### src/rtl/hazard_unit_pkg.sv
// Shared hazard/forwarding definitions: FSM state type, pipeline NOP encoding,
// the hazard control bundle and a source-operand match helper.
package hazard_unit_pkg;

  typedef enum logic {
    RUN      = 1'b0,
    MDU_BUSY = 1'b1
  } hazard_state_t;

  // addi x0, x0, 0 -- written by a stage when it is flushed or bubbled
  localparam logic [31:0] NOP_INSN = 32'h0000_0013;

  typedef struct packed {
    logic pc_stall;
    logic if_id_stall;
    logic id_ex_stall;
    logic if_id_flush;
    logic id_ex_flush;
    logic ex_mem_bubble;
  } hazard_ctl_t;

  function automatic logic src_hit(input logic used, input logic [4:0] rs,
                                   input logic [4:0] rd);
    return used && (rs == rd);
  endfunction

endpackage

### src/rtl/sat_counter.sv
// Saturating up-counter with synchronous active-high reset; holds at all-ones.
module sat_counter #(
  parameter int unsigned W = 32
) (
  input  logic         clk,
  input  logic         rst,
  input  logic         inc,
  output logic [W-1:0] count
);

  logic [W-1:0] r_count;

  always_ff @(posedge clk) begin
    if (rst) begin
      r_count <= '0;
    end else if (inc && (r_count != '1)) begin
      r_count <= r_count + W'(1);
    end
  end

  assign count = r_count;

endmodule

### src/rtl/hazard_unit.sv
// Load-use stall, MDU hold and branch flush control for the ID/EX boundary.
// Optional performance counters are built when HAZARD_PERF_CNT_EN is defined.
module hazard_unit
  import hazard_unit_pkg::*;
#(
  parameter int unsigned MDU_TIMEOUT = 64,
  parameter int unsigned CNT_W       = 32
) (
  input  logic             clk,
  input  logic             rst,
  input  logic [4:0]       rs1_id,
  input  logic [4:0]       rs2_id,
  input  logic             rs1_used_id,
  input  logic             rs2_used_id,
  input  logic [4:0]       rd_ex,
  input  logic             mem_read_ex,
  input  logic             branch_taken_ex,
  input  logic             mdu_start,
  input  logic             mdu_done,
  output logic             pc_stall,
  output logic             if_id_stall,
  output logic             id_ex_stall,
  output logic             if_id_flush,
  output logic             id_ex_flush,
  output logic             ex_mem_bubble,
  output logic             mdu_timeout_err,
  output logic [CNT_W-1:0] load_use_cnt,
  output logic [CNT_W-1:0] mdu_stall_cnt,
  output logic [CNT_W-1:0] flush_cnt
);

  localparam int unsigned BW = $clog2(MDU_TIMEOUT + 1);

  hazard_state_t r_state;
  logic [BW-1:0] r_busy_cnt;
  logic          r_err;

  logic          w_load_use;
  logic          w_mdu_hold;
  logic          w_branch;
  logic [BW-1:0] w_busy_nxt;
  hazard_ctl_t   w_ctl;

  always_comb begin
    w_load_use = mem_read_ex && (rd_ex != 5'd0) &&
                 (src_hit(rs1_used_id, rs1_id, rd_ex) ||
                  src_hit(rs2_used_id, rs2_id, rd_ex));
    w_mdu_hold = (r_state == RUN)      ? (mdu_start && !mdu_done)
                                       : !mdu_done;
    w_branch   = branch_taken_ex;
  end

  // Busy counter stops at the timeout value so it can never wrap back below it.
  assign w_busy_nxt = (r_busy_cnt == BW'(MDU_TIMEOUT)) ? r_busy_cnt
                                                       : r_busy_cnt + BW'(1);

  always_ff @(posedge clk) begin
    if (rst) begin
      r_state    <= RUN;
      r_busy_cnt <= '0;
      r_err      <= 1'b0;
    end else begin
      case (r_state)
        RUN: begin
          if (mdu_start && !mdu_done) begin
            r_state    <= MDU_BUSY;
            r_busy_cnt <= '0;
          end
        end
        MDU_BUSY: begin
          r_busy_cnt <= w_busy_nxt;
          if (w_busy_nxt == BW'(MDU_TIMEOUT)) begin
            r_err <= 1'b1;
          end
          if (mdu_done) begin
            r_state <= RUN;
          end
        end
        default: r_state <= RUN;
      endcase
    end
  end

  // Priority branch > mdu_hold > load_use; everything is held low during reset.
  always_comb begin
    w_ctl = '0;
    if (!rst) begin
      if (w_branch) begin
        w_ctl.if_id_flush = 1'b1;
        w_ctl.id_ex_flush = 1'b1;
      end else if (w_mdu_hold) begin
        w_ctl.pc_stall      = 1'b1;
        w_ctl.if_id_stall   = 1'b1;
        w_ctl.id_ex_stall   = 1'b1;
        w_ctl.ex_mem_bubble = 1'b1;
      end else if (w_load_use) begin
        w_ctl.pc_stall    = 1'b1;
        w_ctl.if_id_stall = 1'b1;
        w_ctl.id_ex_flush = 1'b1;
      end
    end
  end

  assign pc_stall        = w_ctl.pc_stall;
  assign if_id_stall     = w_ctl.if_id_stall;
  assign id_ex_stall     = w_ctl.id_ex_stall;
  assign if_id_flush     = w_ctl.if_id_flush;
  assign id_ex_flush     = w_ctl.id_ex_flush;
  assign ex_mem_bubble   = w_ctl.ex_mem_bubble;
  assign mdu_timeout_err = r_err && !rst;

`ifdef HAZARD_PERF_CNT_EN
  logic             w_inc_lu;
  logic [CNT_W-1:0] w_lu_cnt;
  logic [CNT_W-1:0] w_ms_cnt;
  logic [CNT_W-1:0] w_fl_cnt;

  assign w_inc_lu = w_load_use && !w_branch && !w_mdu_hold;

  sat_counter #(.W(CNT_W)) u_lu_cnt (
    .clk   (clk),
    .rst   (rst),
    .inc   (w_inc_lu),
    .count (w_lu_cnt)
  );

  sat_counter #(.W(CNT_W)) u_ms_cnt (
    .clk   (clk),
    .rst   (rst),
    .inc   (w_mdu_hold),
    .count (w_ms_cnt)
  );

  sat_counter #(.W(CNT_W)) u_fl_cnt (
    .clk   (clk),
    .rst   (rst),
    .inc   (w_branch),
    .count (w_fl_cnt)
  );

  assign load_use_cnt  = rst ? '0 : w_lu_cnt;
  assign mdu_stall_cnt = rst ? '0 : w_ms_cnt;
  assign flush_cnt     = rst ? '0 : w_fl_cnt;
`else
  assign load_use_cnt  = '0;
  assign mdu_stall_cnt = '0;
  assign flush_cnt     = '0;
`endif

endmodule

### config.mk
export PLATFORM = sky130hd
export DESIGN_NAME = hazard_unit
export DESIGN_NICKNAME = d
export VERILOG_FILES = /design/src/rtl/hazard_unit_pkg.sv /design/src/rtl/sat_counter.sv /design/src/rtl/hazard_unit.sv
export SDC_FILE = /design/constraint.sdc
export NUM_CORES = 1
export LEC_CHECK = 0
export ABC_AREA = 1
export ABC_CLOCK_PERIOD_IN_PS = 1900
export CAP_MARGIN = 20
export CORE_MARGIN = 2
export CORE_UTILIZATION = 36
export DETAILED_ROUTE_END_ITERATION = 10
export PLACE_DENSITY = 0.87
export SLEW_MARGIN = 0
export SYNTH_ARGS = -nofsm -noshare
export SYNTH_HDL_FRONTEND = slang
export SYNTH_HIERARCHICAL = 1
export SYNTH_SLANG_ARGS = --single-unit
### constraint.sdc
create_clock -name clk -period 1.9 [get_ports clk]
set_clock_uncertainty 0.05 [all_clocks]
set_input_delay 0.285 -clock clk [delete_from_list [all_inputs] [get_ports clk]]
set_output_delay 0.285 -clock clk [all_outputs]
set_load 0.03 [all_outputs]
==> results of run 1 <==
==> critical path: cells and delay by family <==
| family | cells | cell delay [ns] |
|---|---|---|
| AND/OR/NAND/NOR | 7 | 0.53 |
| buffers and inverters | 3 | 0.67 |
==> power by group <==
part / switching [W] / internal [W]
combinational: 0.000318 / 0.0000674
clock: 0.0000734 / 0.000146
sequential: 0.00000456 / 0.000192
total: 0.000396 / 0.000405
==> registers in the layout, indices dropped and copies added (netlist names) <==
| name | cells |
|---|---|
| r_busy_cnt | 7 |
| r_err | 1 |
| r_state | 1 |
==> cells in the mapped netlist, drive strengths merged <==
cell    instances  area, sq um
nor2           20         80.1
clkbuf          1         3.75
o21bai          1         7.51
nand3          12         72.6
nand4           2         12.5
xnor2           2         17.5
o21ai           3         15.0
a21oi           9         45.0
ha              2         25.0
nand2          59          224
dfxtp           9          180
nor3            1         5.00
conb            1         3.75
inv            30          113
buf           100          752
==> cell type report <==
cell class,count,area share [%]
clock buffer,4,2.83
inverter,30,7.09
sequential,9,11.3
multi-input combinational,207,55.0
tap,50,3.94
timing repair buffer,30,19.8
==> path summary, 6_finish.rpt <==
path	start	endpoint	slack, ns
setup reg to reg	r_busy_cnt[0]$_SDFFE_PP0P_	r_err$_SDFFE_PP0P_	0.43
setup / recovery	rs1_id[3]	if_id_stall	0.08
hold reg to reg	r_err$_SDFFE_PP0P_	r_err$_SDFFE_PP0P_	0.41
hold / removal	r_err$_SDFFE_PP0P_	r_err$_SDFFE_PP0P_	0.41
==> timing repair <==
item | in CTS | in global routing
setup endpoints to repair | 3 | 3
pin swaps | 0 | 4
gates resized for setup | 1 | 14
==> per-stage QoR <==
| stage | TNS [ns] | instance area (sq um) | util, % | total power, W |
|---|---|---|---|---|
| after CTS | 0 | 1560 | 38.1 | 0.000800 |
| after detailed placement | -0.0467 | 1510 | 37.0 | 0.000579 |
| after global placement | -0.0224 | 1510 | 37.0 | 0.000578 |
| after global routing | 0 | 1590 | 38.9 | 0.000842 |
| final | 0 | 1590 | 38.9 | 0.000801 |
| after floorplan | 0 | 1910 | - | 0.000664 |
==> per-layer routing <==
layer	track usage, %	routed length, um
met1	8.85	929
met2	15.5	1270
met3	1.02	240
met4	5.77	55
met5	0	0
==> placed cells by master (no fill, tap or decap), drive strengths merged <==
master         count
nand4              2
nand2             59
a21oi              9
dlygate4sd2        1
dlymetal6s2s       6
nand3             12
buf                8
o21ai              3
conb              96
o21bai             1
nor3               1
clkdlybuf4s50     15
inv               30
dfxtp              9
clkbuf             4
xnor2              2
ha                 2
nor2              20
==> logic make-up (layout without fill, tap and decap cells) <==
| kind of cell | after synthesis | after routing |
|---|---|---|
| other cells | 1 | 96 |
| compound gates | 13 | 13 |
| fa+ha+maj | 2 | 2 |
| xor+xnor | 2 | 2 |
| buf+inv | 131 | 64 |
| simple gates | 94 | 94 |
| flops | 9 | 9 |
==> reports/qor.yml, run 1 <==
run:
  cap_viol_max_count: 0
final_layout:
  ff_latch_area_sq_um: 180
  area_of_the_multi_input_gates_sq_um: 875
  n_fill_cell: 457
  synth_to_layout_area_growth_pct: 2.09
  num_antenna_cells: 0
  finish.net_count: 306
  final_layout_size_suffix_gt1_share_pct: 7.50
  instances_no_fill: 330
global_routing:
  grt_use_total_pct: 8.43
  antenna_found_initial: 0
  number_of_global_route_vias_before_repair: 830
  global_route_wire_length_before_repair_um: 3360
  global_route.overflow_total: 0
  grt_max_degree: 9
placement:
  port_buffers: 29
  gp_congestion: 0.899
  dpl.hpwl_um: 2160
  post-place-ws_ns: -0.0226
  post-place-cells: 326
timing:
  final_hold_viol_count: 0
  setup_viol: 0
  fmax_mhz: 549
  setup_ws_ns: 0.0791
  final_period_minus_worst_setup_slack_ns: 1.82
  rsz0062_at_grt: "no"
  finalCritPeriodShare_pct: 95.8
  worst_hold_slack_ns: 0.407
  slew_viol_final: 0
detailed_routing:
  avgViaCountPerCell: 3.63
  route.detailed.drc: 0
  detail_route.wl_per_cell_um: 7.55
  first_pass_iters: 4
  vias: 1197
  final_antenna_net_count: 0
  drt_iter0_markers: 46
  wirelength_um: 2490
setup_path:
  critPathRequiredTime_ns: 1.56
  crit_path_cell_trace: "clkdlybuf4s50_1, inv_1, nand2_1, nand2_1, nor2_1, nand3_1, nand2_2, nand3_2, nand2_2, buf_6"
  critical_path_peak_fanout: 2
  r2r_cells: 7
  critical_path.endpoint_type: "primary output"
  worst-endpoint-arrival_ns: 1.49
  setup.worst_path.class: "in2out"
  timing.critical_path.slowest_stage_cell: "sky130_fd_sc_hd__clkdlybuf4s50_1"
  critical_path_max_stage_delay_ns: 0.49
  startpoint_class: "primary input"
power_and_ir_drop:
  ir_drop_mv: 0.213
  p_leak_nw: 0.966
  powerDensity_mw_per_mm2: 504
clock_network:
  clk_transition_reported_paths_ns: 0.04
  clock_sink_count: 9
  clk_path_buf_depth: 2
  postCtsSetupBuffers: 0
  cts_tree: "yes"
  cts-root-buf: "sky130_fd_sc_hd__clkbuf_8"
  cts-htree-levels: 1
  cts_hold_repair.buffers: 0
  worstSkewPairLatency_ns: 0.23
  num_cts_buffers: 3
logic_synthesis:
  synth_adder_area_share_pct: 1.61
  post_synth_and_or_nand_nor_area_fraction_pct: 25.3
  count_of_unique_library_cells_instantiated_by_yosys: 22
  avgSynthCellArea_sq_um: 6.18
  synth_area_sq_mm: 0.00156
  yosys-mux-area-fraction_pct: 0
  synth_compound_gate_area_share_pct: 4.34
  ys.warnings.count: 6
  synth_cells: 252
  postSynthRegisterBits: 9
  yosys.area_share.xor_xnor_pct: 1.13
  synth_top_family_by_area: "buffers and inverters"
  synth-seq-area-share_pct: 11.6
worst_hold_path:
  path_category_of_the_worst_min_delay_check: "reg2reg"
  timing.hold.worst_path_depth: 2
status:
  run_status: "finished, final reports clean"
floorplan:
  num_rows: 23
  die-width_um: 69.8
  top_level_ports: 126
  die_y_um: 69.8
  fp.coreArea_sq_mm: 0.00409
  dieArea_sq_mm: 0.00487
  initial_utilization_pct: 38.1
Power figures use the tool's default switching activity.
==> run 2: changes to the inputs <==
--- a/config.mk
+++ b/config.mk
@@ -7,7 +7,7 @@
 export LEC_CHECK = 0
 export ABC_AREA = 1
 export ABC_CLOCK_PERIOD_IN_PS = 1900
-export CAP_MARGIN = 20
+export CAP_MARGIN = 30
 export CORE_MARGIN = 2
 export CORE_UTILIZATION = 36
 export DETAILED_ROUTE_END_ITERATION = 10
==> results of run 2 <==
The final DEF is identical to that of run 1; final timing and power are the same.
